`config.mk`:
```
export PLATFORM = sky130hd
export DESIGN_NAME = act_mon_reset_gen
export DESIGN_NICKNAME = d
export VERILOG_FILES = /design/src/rtl/act_mon_reset_gen.sv
export SDC_FILE = /design/constraint.sdc
export NUM_CORES = 1
export LEC_CHECK = 0
export BUFFER_PORTS_ARGS = -buffer_cell sky130_fd_sc_hd__buf_2
export CAP_MARGIN = 20
export CORE_MARGIN = 2
export CORE_UTILIZATION = 45
export DETAILED_ROUTE_END_ITERATION = 6
export SLEW_MARGIN = 0
export SYNTH_ARGS = -nofsm -noshare
export SYNTH_HDL_FRONTEND = slang
export SYNTH_SLANG_ARGS = --single-unit
```
`constraint.sdc`:
```
create_clock -name clk_sys -period 5.1 [get_ports clk_sys]
set_clock_uncertainty 0.15 [all_clocks]
set_input_delay 0.765 -clock clk_sys [delete_from_list [all_inputs] [get_ports clk_sys]]
set_output_delay 0.765 -clock clk_sys [all_outputs]
set_load 0.1 [all_outputs]
```
`src/rtl/act_mon_reset_gen.sv`:
```
// act_mon_reset_gen
//   Per-channel activity monitor with retriggerable hold timers, an activity
//   LED driver and a stretched reset request raised when an image is mounted.
//   Compile-time option: define ACT_MON_BLINK_EN to make the LED blink while
//   channel activity is present (busy_in still lights it solid).
//   All logic runs on the rising edge of clk_sys; reset is synchronous,
//   active-high and has priority over every other event.

module act_mon_reset_gen #(
   parameter int CHANNELS  = 2,
   parameter int TIMEOUT   = 1000000,
   parameter int RST_HOLD  = 10000000,
   parameter int BLINK_DIV = 2000000
) (
   input  logic                clk_sys,
   input  logic                reset,
   input  logic [CHANNELS-1:0] act_in,
   input  logic                busy_in,
   input  logic                mount_stb,
   input  logic                mount_size_nz,
   output logic [CHANNELS-1:0] act,
   output logic                led_n,
   output logic                media_sel,
   output logic                reset_req
);

   // Activity counter width holds 0..TIMEOUT inclusive.
   localparam int            TW   = $clog2(TIMEOUT + 1);
   localparam logic [TW-1:0] TMAX = TW'(TIMEOUT);

   // Hold counter keeps at least one bit so RST_HOLD=0 still elaborates;
   // with RST_HOLD=0 it simply reloads 0 and reset_req never rises.
   localparam int            HW   = (RST_HOLD > 0) ? $clog2(RST_HOLD + 1) : 1;
   localparam logic [HW-1:0] HMAX = HW'(RST_HOLD);

   // Reject illegal parameterisations at elaboration time.
   if (CHANNELS < 1 || CHANNELS > 8) begin : g_bad_channels
      $error("act_mon_reset_gen: CHANNELS must be 1..8");
   end
   if (TIMEOUT < 1) begin : g_bad_timeout
      $error("act_mon_reset_gen: TIMEOUT must be >= 1");
   end
   if (RST_HOLD < 0) begin : g_bad_rst_hold
      $error("act_mon_reset_gen: RST_HOLD must be >= 0");
   end
   if (BLINK_DIV < 1) begin : g_bad_blink_div
      $error("act_mon_reset_gen: BLINK_DIV must be >= 1");
   end

   // ------------------------------------------------------------------
   // Per-channel activity timers
   // ------------------------------------------------------------------
   logic [CHANNELS-1:0] w_chg;

   for (genvar g = 0; g < CHANNELS; g++) begin : g_chan
      logic          r_prev;
      logic [TW-1:0] r_cnt;

      assign w_chg[g] = act_in[g] ^ r_prev;
      assign act[g]   = (r_cnt != TMAX);

      // Edge detector plus retriggerable saturating timer. Reset samples the
      // live input so its release never looks like a change.
      always_ff @(posedge clk_sys) begin
         r_prev <= act_in[g];
         if (reset) begin
            r_cnt <= TMAX;
         end else if (w_chg[g]) begin
            r_cnt <= '0;
         end else if (r_cnt < TMAX) begin
            r_cnt <= r_cnt + 1'b1;
         end
      end
   end

   // ------------------------------------------------------------------
   // Mount handling: media select latch and stretched reset request
   // ------------------------------------------------------------------
   logic [HW-1:0] r_hold;
   logic          r_media_sel;

   // A strobe reloads the full pulse (extending a running one) and
   // resamples the size flag; otherwise the hold counter drains to 0.
   always_ff @(posedge clk_sys) begin
      if (reset) begin
         r_hold      <= '0;
         r_media_sel <= 1'b0;
      end else if (mount_stb) begin
         r_hold      <= HMAX;
         r_media_sel <= mount_size_nz;
      end else if (r_hold != '0) begin
         r_hold      <= r_hold - 1'b1;
      end
   end

   assign media_sel = r_media_sel;
   assign reset_req = (r_hold != '0);

   // ------------------------------------------------------------------
   // Activity LED
   // ------------------------------------------------------------------
   logic w_chan_act;
   logic w_led_on;
   logic r_led_n;

   assign w_chan_act = |act;

`ifdef ACT_MON_BLINK_EN
   localparam int            BW   = (BLINK_DIV > 1) ? $clog2(BLINK_DIV) : 1;
   localparam logic [BW-1:0] BMAX = BW'(BLINK_DIV - 1);

   logic [BW-1:0] r_blink_cnt;
   logic          r_phase;

   // Free-running divider: every BLINK_DIV cycles the blink phase flips.
   always_ff @(posedge clk_sys) begin
      if (reset) begin
         r_blink_cnt <= '0;
         r_phase     <= 1'b1;
      end else if (r_blink_cnt == BMAX) begin
         r_blink_cnt <= '0;
         r_phase     <= ~r_phase;
      end else begin
         r_blink_cnt <= r_blink_cnt + 1'b1;
      end
   end

   // Channel activity blinks; busy_in overrides to solid on.
   assign w_led_on = (w_chan_act & r_phase) | busy_in;
`else
   // Solid on while any channel is active or busy_in is asserted.
   assign w_led_on = w_chan_act | busy_in;
`endif

   // Registered active-low LED drive.
   always_ff @(posedge clk_sys) begin
      if (reset) begin
         r_led_n <= 1'b1;
      end else begin
         r_led_n <= ~w_led_on;
      end
   end

   assign led_n = r_led_n;

endmodule

```
Word-level counts from Yosys, hierarchy flattened
Cells that the tools add are included.

Register bits: 68. Word-level logic and storage cells: 35. Input port bits: 7.

Equal/unequal tests: 2. Reduce and logical (&&, ||, !) cells: 8. $lt $le $gt $ge: 2. Add/subtract/negate cells: 3. Mux-type cells: 6. Bitwise gates (word level): 4.

Operators with widths (count): two-way mux 20 bit (4); two-way mux 24 bit (2); adder 20 x 1 -> 20 bit (second input constant) (2); < comparator 20 bit (second input constant) (2); inequality test 20 bit (second input constant) (2); nonzero test 24 bit (1); subtractor 24 x 1 -> 24 bit (second input constant) (1); OR reduction 2 bit (4); nonzero test 2 bit (3); bitwise XOR 1 bit (2); NOT 1 bit (1); OR 1 bit (1).

Depth between registers and ports, before layout
Gate-level depths: netlist of run 1.

Word-level depth: 4. Gate-level depth with buffers: 8.

Worst setup path before layout of run 1
Ideal clock, no wire load.

Path type: reg2out. Start: register g_chan[0].r_cnt[2]. End: output act[0]. Arrival time: 1.857 ns. Buffers on the path: 0. Setup slack: 2.328 ns. Required time: 4.185 ns. Cell stages (with the launch flop): 4. Cells stage by stage: dfxtp_1 -> or4_1 -> nor2_1 -> nand4_1.

Longest elaborated chain between the ends: 1.

Ends and longest elaborated chain: start: declaration (RTL line 57) `logic [TW-1:0] r_cnt;`; start signal: assignment (RTL line 71) `r_cnt <= r_cnt + 1'b1;`; inequality test 20 bit (RTL line 60) `assign act[g] = (r_cnt != TMAX);`; end: declaration (RTL line 21) `output logic [CHANNELS-1:0] act,`.

Every way passes these cells.

Worst setup path after layout of run 1
Start: register r_hold[0]. End: output reset_req.

Longest elaborated chain between the ends: 1.

Ends and longest elaborated chain: start: declaration (RTL line 79) `logic [HW-1:0] r_hold;`; start signal: assignment (RTL line 92) `r_hold <= r_hold - 1'b1;`; nonzero test 24 bit (RTL line 97) `assign reset_req = (r_hold != '0);`; end: declaration (RTL line 24) `output logic reset_req`.

Every way passes these cells.

==> flow_results.org, run 1 <==
** Yosys
- Summing every instance area after synthesis gives between 0.003 and 0.004 mm².
- Yosys attributes the largest share of cell area to dfxtp_1 39%, xnor2_1 5.6%, nor2_1 5.5%.
- Xor/xnor cell area share of the yosys netlist :: a little over a tenth
- Each instance of the synthesized netlist takes up on average ~8.5 µm².
- The number of different library cells used by synthesis comes to between 40 and 50.
- Of all flip-flops after synthesis, the portion carrying an async set or reset was 0%.
- Warnings from Yosys :: 0
- Summing the areas of all compound-gate instances in the mapped netlist gives between 10% and 20% of the synthesized area.
- Share of the yosys chip area belonging to registers :: between 30% and 40%
- Summed over its instances, the top area cell type makes up between 30% and 40% of the synthesized netlist area.
- The number of nets handed over by synthesis was 422.
- Most common flop cell mapped by yosys :: dfxtp_1
- In this run, synthesis inferred 0 flip-flops with an integrated enable.
- After synthesis the netlist holds a flip-flop and latch count of 68.
- Multiplexer area fraction after synthesis :: under 10%
- After Yosys synthesis, and, or, nand and nor cells account for about 29% of the synthesized area.
- After technology mapping, the gate count stands at about 400.
- The largest total area in the synthesized netlist belongs to dfxtp_1.
- Post-Synth Adder-Cell Area :: around 2.2%
- Dominant combinational cell family by area after synthesis :: simple AND/OR/NAND/NOR gates

** Power
- Overall power :: 1.217 mW
- Across the VDD grid, the largest voltage drop is 0.2332 mV.
- Leakage power figure :: approximately 1.3 nW
- Ratio of total power to cell area :: 321.2 mW/mm²

** Timing
- At the pin with the least slew margin, the transition time is 0.8788 ns.
- Hold Vio Cnt, Final :: 0
- Counting I/O delays and the setup requirement, the final critical path takes approximately 3.2 ns.
- Setup repair after global routing left no endpoint under its margin.
- Number of failing setup endpoints in the final timing report :: 0
- The number of pins exceeding their max-slew limit in the final report came to 0.
- Setup tns final :: 0 ns
- Measured against its own limit, the worst slew margin works out to between 40% and 50%.
- Timing would allow up to approximately 310 MHz.
- The final critical path takes up a little over three fifths of the cycle.

** Finish
- From synthesis to final layout, the design area changed by 9.472%.
- Most frequent cells in the layout :: 68 x dfxtp_1, 51 x nor2_1, 25 x nand2_1, 22 x nand4_1, 22 x xnor2_1
- The net count of the finished layout is ~430.
- Diodes inserted :: 0
- In the final layout, the share of cells above drive strength 1 is around 9%.
- Commonest non-fill, non-tap cell in the layout :: dfxtp_1
- # fillers :: slightly above 700
- Post-layout utilization of the core :: around 52%

** Clock tree
- Post-CTS Setup Repair Bufs :: 0
- TritonCTS clock tree :: yes
- Inserted Clock Buffers :: 9
- Clock Root Buffer :: clkbuf_8
- Clock latency on the worst-skew pair, taken at its later pin, is 0.35 ns.
- Gates resized during post-CTS repair numbered 0.
- Post-CTS clock slew at the launch and capture registers of the worst setup and hold paths :: ~0.07 ns
- The clock tree synthesis step divided the H-tree into 3 levels.
- The clock drives approximately 70 sinks.
- Number of hold-repair buffers added at the cts stage :: 0
- Clk buf depth :: 2

** Run status
- The run finished with clean final reports.

** Route
- Post-route DRC violation count :: 0
- Vias after detailed routing :: ~3.0k
- In this run the remaining antenna-violating nets after routing total 0.
- Before antenna repair, the detailed router went through 4 iterations.
- Wires add up to roughly 7.2 mm.
- First-iteration detailed-routing DRC count :: ~100
- In the final routed layout, each cell accounts on average for about 14 µm.
- Number of vias per cell :: 5.716

** Floorplanning
- Measured along the x axis, the die boundary spans between 90 and 100 µm.
- The die covers 0.008408 mm².
- During I/O placement, the number of pins put on the boundary was 12.
- The initialized floorplan defines 31 standard-cell rows.
- Once the floorplan was initialized, standard cells occupied between 40% and 50% of the core.
- Die Y-Extent :: a little over 90 µm
- CORE AREA :: between 0.007 and 0.008 mm²

** Placement
- Placer's final routability congestion estimate :: between 0.8 and 0.9
- In this run the tool buffered the top-level ports with 11 buffer cells.
- DP HPWL :: ~5.1 mm

** Critical path
- Startpoint kind of the worst setup timing path :: flip-flop
- Crit path arrival time :: about 2.3 ns
- The critical path is of the reg2out type.
- In this run the critical register-to-register path is launched from r_hold[0].
- The number of cells on the worst reg-to-reg path is 7.
- At the worst endpoint, the required time is 4.18 ns.
- Terminus of the critical flop-to-flop path :: r_hold[19]
- Of all nets on the critical path, the largest fanout is 9.
- For flop-to-flop paths, the worst setup slack is about 2.3 ns.
- The worst setup path is captured at an output port.

** GRT
- For met1 alone, demand over resource in global routing was between 20% and 30%.
- GRT Residual Overflow :: 0
- met2 is the most crowded layer.
- The number of antenna violations at the first check in global routing came to 0.
- The first global-routing pass estimated ~13 mm of wire.
- The number of global-route vias before repair is about 2.8k.
- GR met3 Demand/Resource :: 5.670%
- Maximum number of pins on one net before global-route repair :: 19
- Global routing usage on met2 :: just under 30%
- Total track usage :: 18.37%

** Min path
- In this run the worst hold path is classified as reg2reg.
- Hold path cells :: 2
- The worst hold path begins at media_sel.
- The worst hold path terminates at media_sel.

** Job
- Max-cap violations in this run came to 0.
==> worst max path at each step <==
stage | from | endpoint | slack, ns | cells after the start
final | r_hold[0] | reset_req | 1.90 | 6
after global routing | r_hold[0] | reset_req | 1.67 | 6
after CTS | r_hold[0] | reset_req | 1.89 | 6
after detailed placement | r_hold[0] | r_hold[19] | 2.28 | 7
after global placement | r_hold[0] | reset_req | 2.34 | 6
after floorplan | g_chan[0].r_cnt[2] | act[0] | 2.33 | 3
==> synthesized netlist by cell type, drive strengths merged (5+ instances only) <==
master and instances:
nand3 16, dfxtp 68, ha 6, o211ai 8, a211oi 8, o21ai 18
nor4 8, inv 14, nor2 51, o31ai 6, or3 11, and4 5
xor2 20, or4 13, nand4 22, nand2 25, nor3 13, a21oi 18
clkbuf 13, xnor2 22
==> final cells by class <==
| class | instances | area, µm² | area share (%) |
|---|---|---|---|
| clock inverters | 3 | 46.29 | 1.222 |
| repair buffers | 13 | 67.56 | 1.783 |
| clock buffers | 13 | 148.9 | 3.930 |
| inverters | 14 | 52.55 | 1.387 |
| well taps | 99 | 123.9 | 3.269 |
| flip-flops and latches | 68 | 1361 | 35.93 |
| multi-input cells | 312 | 1988 | 52.48 |
==> power breakdown <==
part | internal (mW) | switching [mW]
Clock | 0.241 | 0.199
Combinational | 0.0654 | 0.117
Sequential | 0.560 | 0.0339
Total | 0.867 | 0.350
==> registers in the layout, indices dropped and copies added (netlist names) <==
| signal | count |
|---|---|
| media_sel | 1 |
| r_hold | 24 |
| g_chan.r_prev | 2 |
| g_chan.r_cnt | 40 |
| led_n | 1 |
==> per-stage QoR <==
| step | worst slack, ns | cells | hold slack [ns] | area, µm² |
|---|---|---|---|---|
| global placement | 2.340 | 505 | 0.3170 | 3588 |
| global route | 1.666 | 522 | 0.3782 | 3789 |
| CTS | 1.890 | 522 | 0.3465 | 3789 |
| floorplan | 2.328 | 409 | 0.3067 | 3461 |
| detailed placement | 2.276 | 506 | 0.3303 | 3593 |
| finish | 1.900 | 522 | 0.3398 | 3789 |
==> layer usage <==
layer,vias to the layer above,wire length [µm]
li1,1531,-
met4,0,89
met2,36,3258
met5,-,0
met3,8,247
met1,1409,3607
==> logic make-up after synthesis <==
kind of cell | after synthesis
AO/OA/AOI/OAI | 76
XOR/XNOR | 42
adder cells (fa/ha/maj) | 6
buffers and inverters | 29
flip-flops | 68
multiplexers | 4
AND/OR/NAND/NOR | 184
==> worst max-delay path: stages (launching register included) <==
cell	delay, ns
dfxtp_1	0.33
inv_1	0.10
ha_1	0.19
nor4b_1	0.24
nand4b_1	0.34
or2_2	0.42
buf_2	0.30
Power figures use the tool's default switching activity.
==> inputs of run 2 (changes only) <==
- clock period: 5.1 -> 2.6 ns (I/O delays scaled with it)
==> flow_results.org, run 2 (synthesized netlist as in run 1, its figures left out) <==
** Route
- In this run, the number of DRC markers left after iteration 0 of detailed routing was between 100 and 150.
- Count of TritonRoute iterations in the first routing pass :: 4
- Post-route DRC violation count :: 0
- The final route contains a little over 3k vias.
- Number of vias per cell :: ~5.7
- Post-detailed-route count of antenna-violating nets :: 0
- WL/cell :: 14.61 µm
- Summed over all layers, the routed wires come to 7.804 mm.

** Critical path
- Of all nets on the critical path, the largest fanout is 6.
- Crit path arrival time :: 2.52 ns
- Across all register-to-register paths, the minimum setup slack is 0.15 ns.
- CP Class :: reg2reg
- STA classifies the critical path endpoint as a flip-flop.
- For the worst flop-to-flop path, the logic depth is 5.
- The startpoint identified for the worst register-to-register timing path is g_chan[1].r_cnt[10].
- Endpoint required time on the critical path :: roughly 2.7 ns
- Terminus of the critical flop-to-flop path :: g_chan[1].r_cnt[15]
- Startpoint kind of the worst setup timing path :: flip-flop

** Min path
- The path class of the tightest hold or removal check is in2reg.
- Worst hold endpoint :: g_chan[0].r_prev
- Counting instances, the worst hold path has a depth of 1.
- The worst hold path begins at act_in[0].

** Timing
- Worst-case headroom to the max-slew limit :: ~55%
- On the final layout, the worst hold slack is approximately 0.025 ns.
- Achievable clock frequency :: between 400 and 500 MHz
- For the finished layout, the period the worst path requires is 2.450 ns.
- Hold Vio Cnt, Final :: 0
- Setup tns final :: 0 ns
- The number of pins exceeding their max-slew limit in the final report is 0.
- For the pin with the worst max-slew slack, the measured transition is 0.6715 ns.
- Final period util :: ~94%
- Unrepaired setup endpoints after global routing :: false
- Number of failing setup endpoints in the final timing report :: 0

** GRT
- The first global-routing pass estimated 13.39 mm of wire.
- The number of global-route vias before repair was between 2k and 3k.
- After global routing the overflow that remains totals 0.
- For this run, the total global-route usage over all layers was measured as approximately a fifth.
- Number of antenna violations at the first check in global routing :: 0
- Entering global routing, the biggest net connects 18 pins.

** Clock tree
- Latest clock arrival within the worst-skew pair :: 0.34 ns
- The clock passes through at most 2 buffers.
- Inserted Clock Buffers :: 9
- Clock Root Buffer :: clkbuf_8
- After clock tree synthesis, the flow added hold-fix buffers numbering 0.
- TritonCTS built the clock tree.
- Post-CTS clock slew at the launch and capture registers of the worst setup and hold paths :: 0.07 ns
- The clock net in this run drives a total of 68 sinks.
- Htree depth :: 3

** Floorplanning
- The die is roughly 92 µm wide.
- Row Count :: 31
- The region available for standard cell placement spans roughly 0.0073 mm².
- The floorplan step defined a die boundary enclosing about 0.0084 mm².
- Top Ports :: 12
- The die is between 90 and 100 µm tall.
- Starting Density :: between 40% and 50%

** Finish
- Most frequent cells in the layout :: 68 x dfxtp_1, 51 x nor2_1, 25 x nand2_1, 22 x nand4_1, 22 x xnor2_1
- Excluding fillers, the count of instances in the completed layout stands at approximately 530.
- Top reg by flops :: g_chan.r_cnt
- The register with the most flip-flops in the layout has 40 of them.
- The final layout contains 444 nets.
- Share of layout cells above drive strength 1 :: approximately an eighth
- Diodes inserted :: 0
- Compared with the post-synthesis result, the final layout area differs by 12.04%.
- Top Registers :: g_chan.r_cnt x40, r_hold x24, g_chan.r_prev x2
- Commonest non-fill, non-tap cell in the layout :: dfxtp_1

** Power
- Leakage power figure :: between 1 and 1.5 nW
- For this design the ratio of total power to cell area is 591.4 mW/mm².
- Across the VDD grid, the largest voltage drop is approximately 0.31 mV.

** Placement
- Input and output buffers added on the ports amount to 11.
- Detailed placement finished with a half-perimeter wire length of 5.255 mm.
- Once placement completed, the tool counted placed cells totaling about 520.
- The congestion estimate from routability-driven global placement came to about 0.82.

** Job
- The tool flagged a number of max-cap violations equal to 0.

** Run status
- The flow ran to the end, and the final reports show no timing, DRC or antenna violations.
run 2: worst max-delay path by stage:
| stage | start | endpoint | slack (ns) | cells after the start |
|---|---|---|---|---|
| finish | g_chan[1].r_cnt[10] | g_chan[1].r_cnt[15] | 0.15 | 5 |
| global route | r_hold[0] | reset_req | 0.02 | 6 |
| CTS | r_hold[0] | reset_req | 0.02 | 6 |
| detailed placement | g_chan[1].r_cnt[10] | g_chan[1].r_cnt[15] | 0.18 | 5 |
| global placement | g_chan[1].r_cnt[10] | g_chan[1].r_cnt[15] | 0.20 | 5 |
| floorplan | g_chan[0].r_cnt[2] | led_n | 0.02 | 4 |
run 2: stage by stage:
stage	power (mW)	area, µm²	setup slack (ns)	util (%)
floorplan	1.465	3461	0.01821	-
CTS	2.312	3846	0.01711	52.47
global placement	1.563	3686	0.1998	50.28
detailed placement	1.568	3686	0.1792	50.28
finish	2.293	3877	0.1503	52.89
global route	2.424	3877	0.01783	52.89
run 2: worst max-delay path, stage by stage (launching register included):
cell	delay (ns)
dfxtp_1	0.36
or4_4	0.56
or3_4	0.36
a21o_1	0.22
or3_1	0.37
mux2_4	0.30
run 2: cell type report:
type | count | area (µm²)
clock inverters | 3 | 15.01
flip-flops and latches | 68 | 1361
multi-input cells | 312 | 2016
well taps | 99 | 123.9
fillers | 674 | 3453
repair buffers | 26 | 173.9
clock buffers | 12 | 135.1
inverters | 14 | 52.55
run 2: report_power, final:
part	switching [mW]	total, mW	internal (mW)	leakage, nW
clock	0.394	0.732	0.338	0.0800
sequential	0.0692	1.17	1.10	0.558
combinational	0.241	0.393	0.152	0.724
run 2: repair_timing:
action | CTS | global route
gates resized for setup | 1 | 4
hold endpoints to repair | 0 | 0
gates cloned | 0 | 0
setup endpoints to repair | 1 | 2
pin swaps | 1 | 0
setup buffers | 1 | 0
run 2: layer usage:
metal | vias to the layer above | track usage [%] | wire length [µm]
met5 | - | 0 | 0
met4 | 0 | 6.343 | 108
met3 | 12 | 5.752 | 367
met2 | 77 | 30.88 | 3548
met1 | 1400 | 26.07 | 3780
li1 | 1554 | - | -
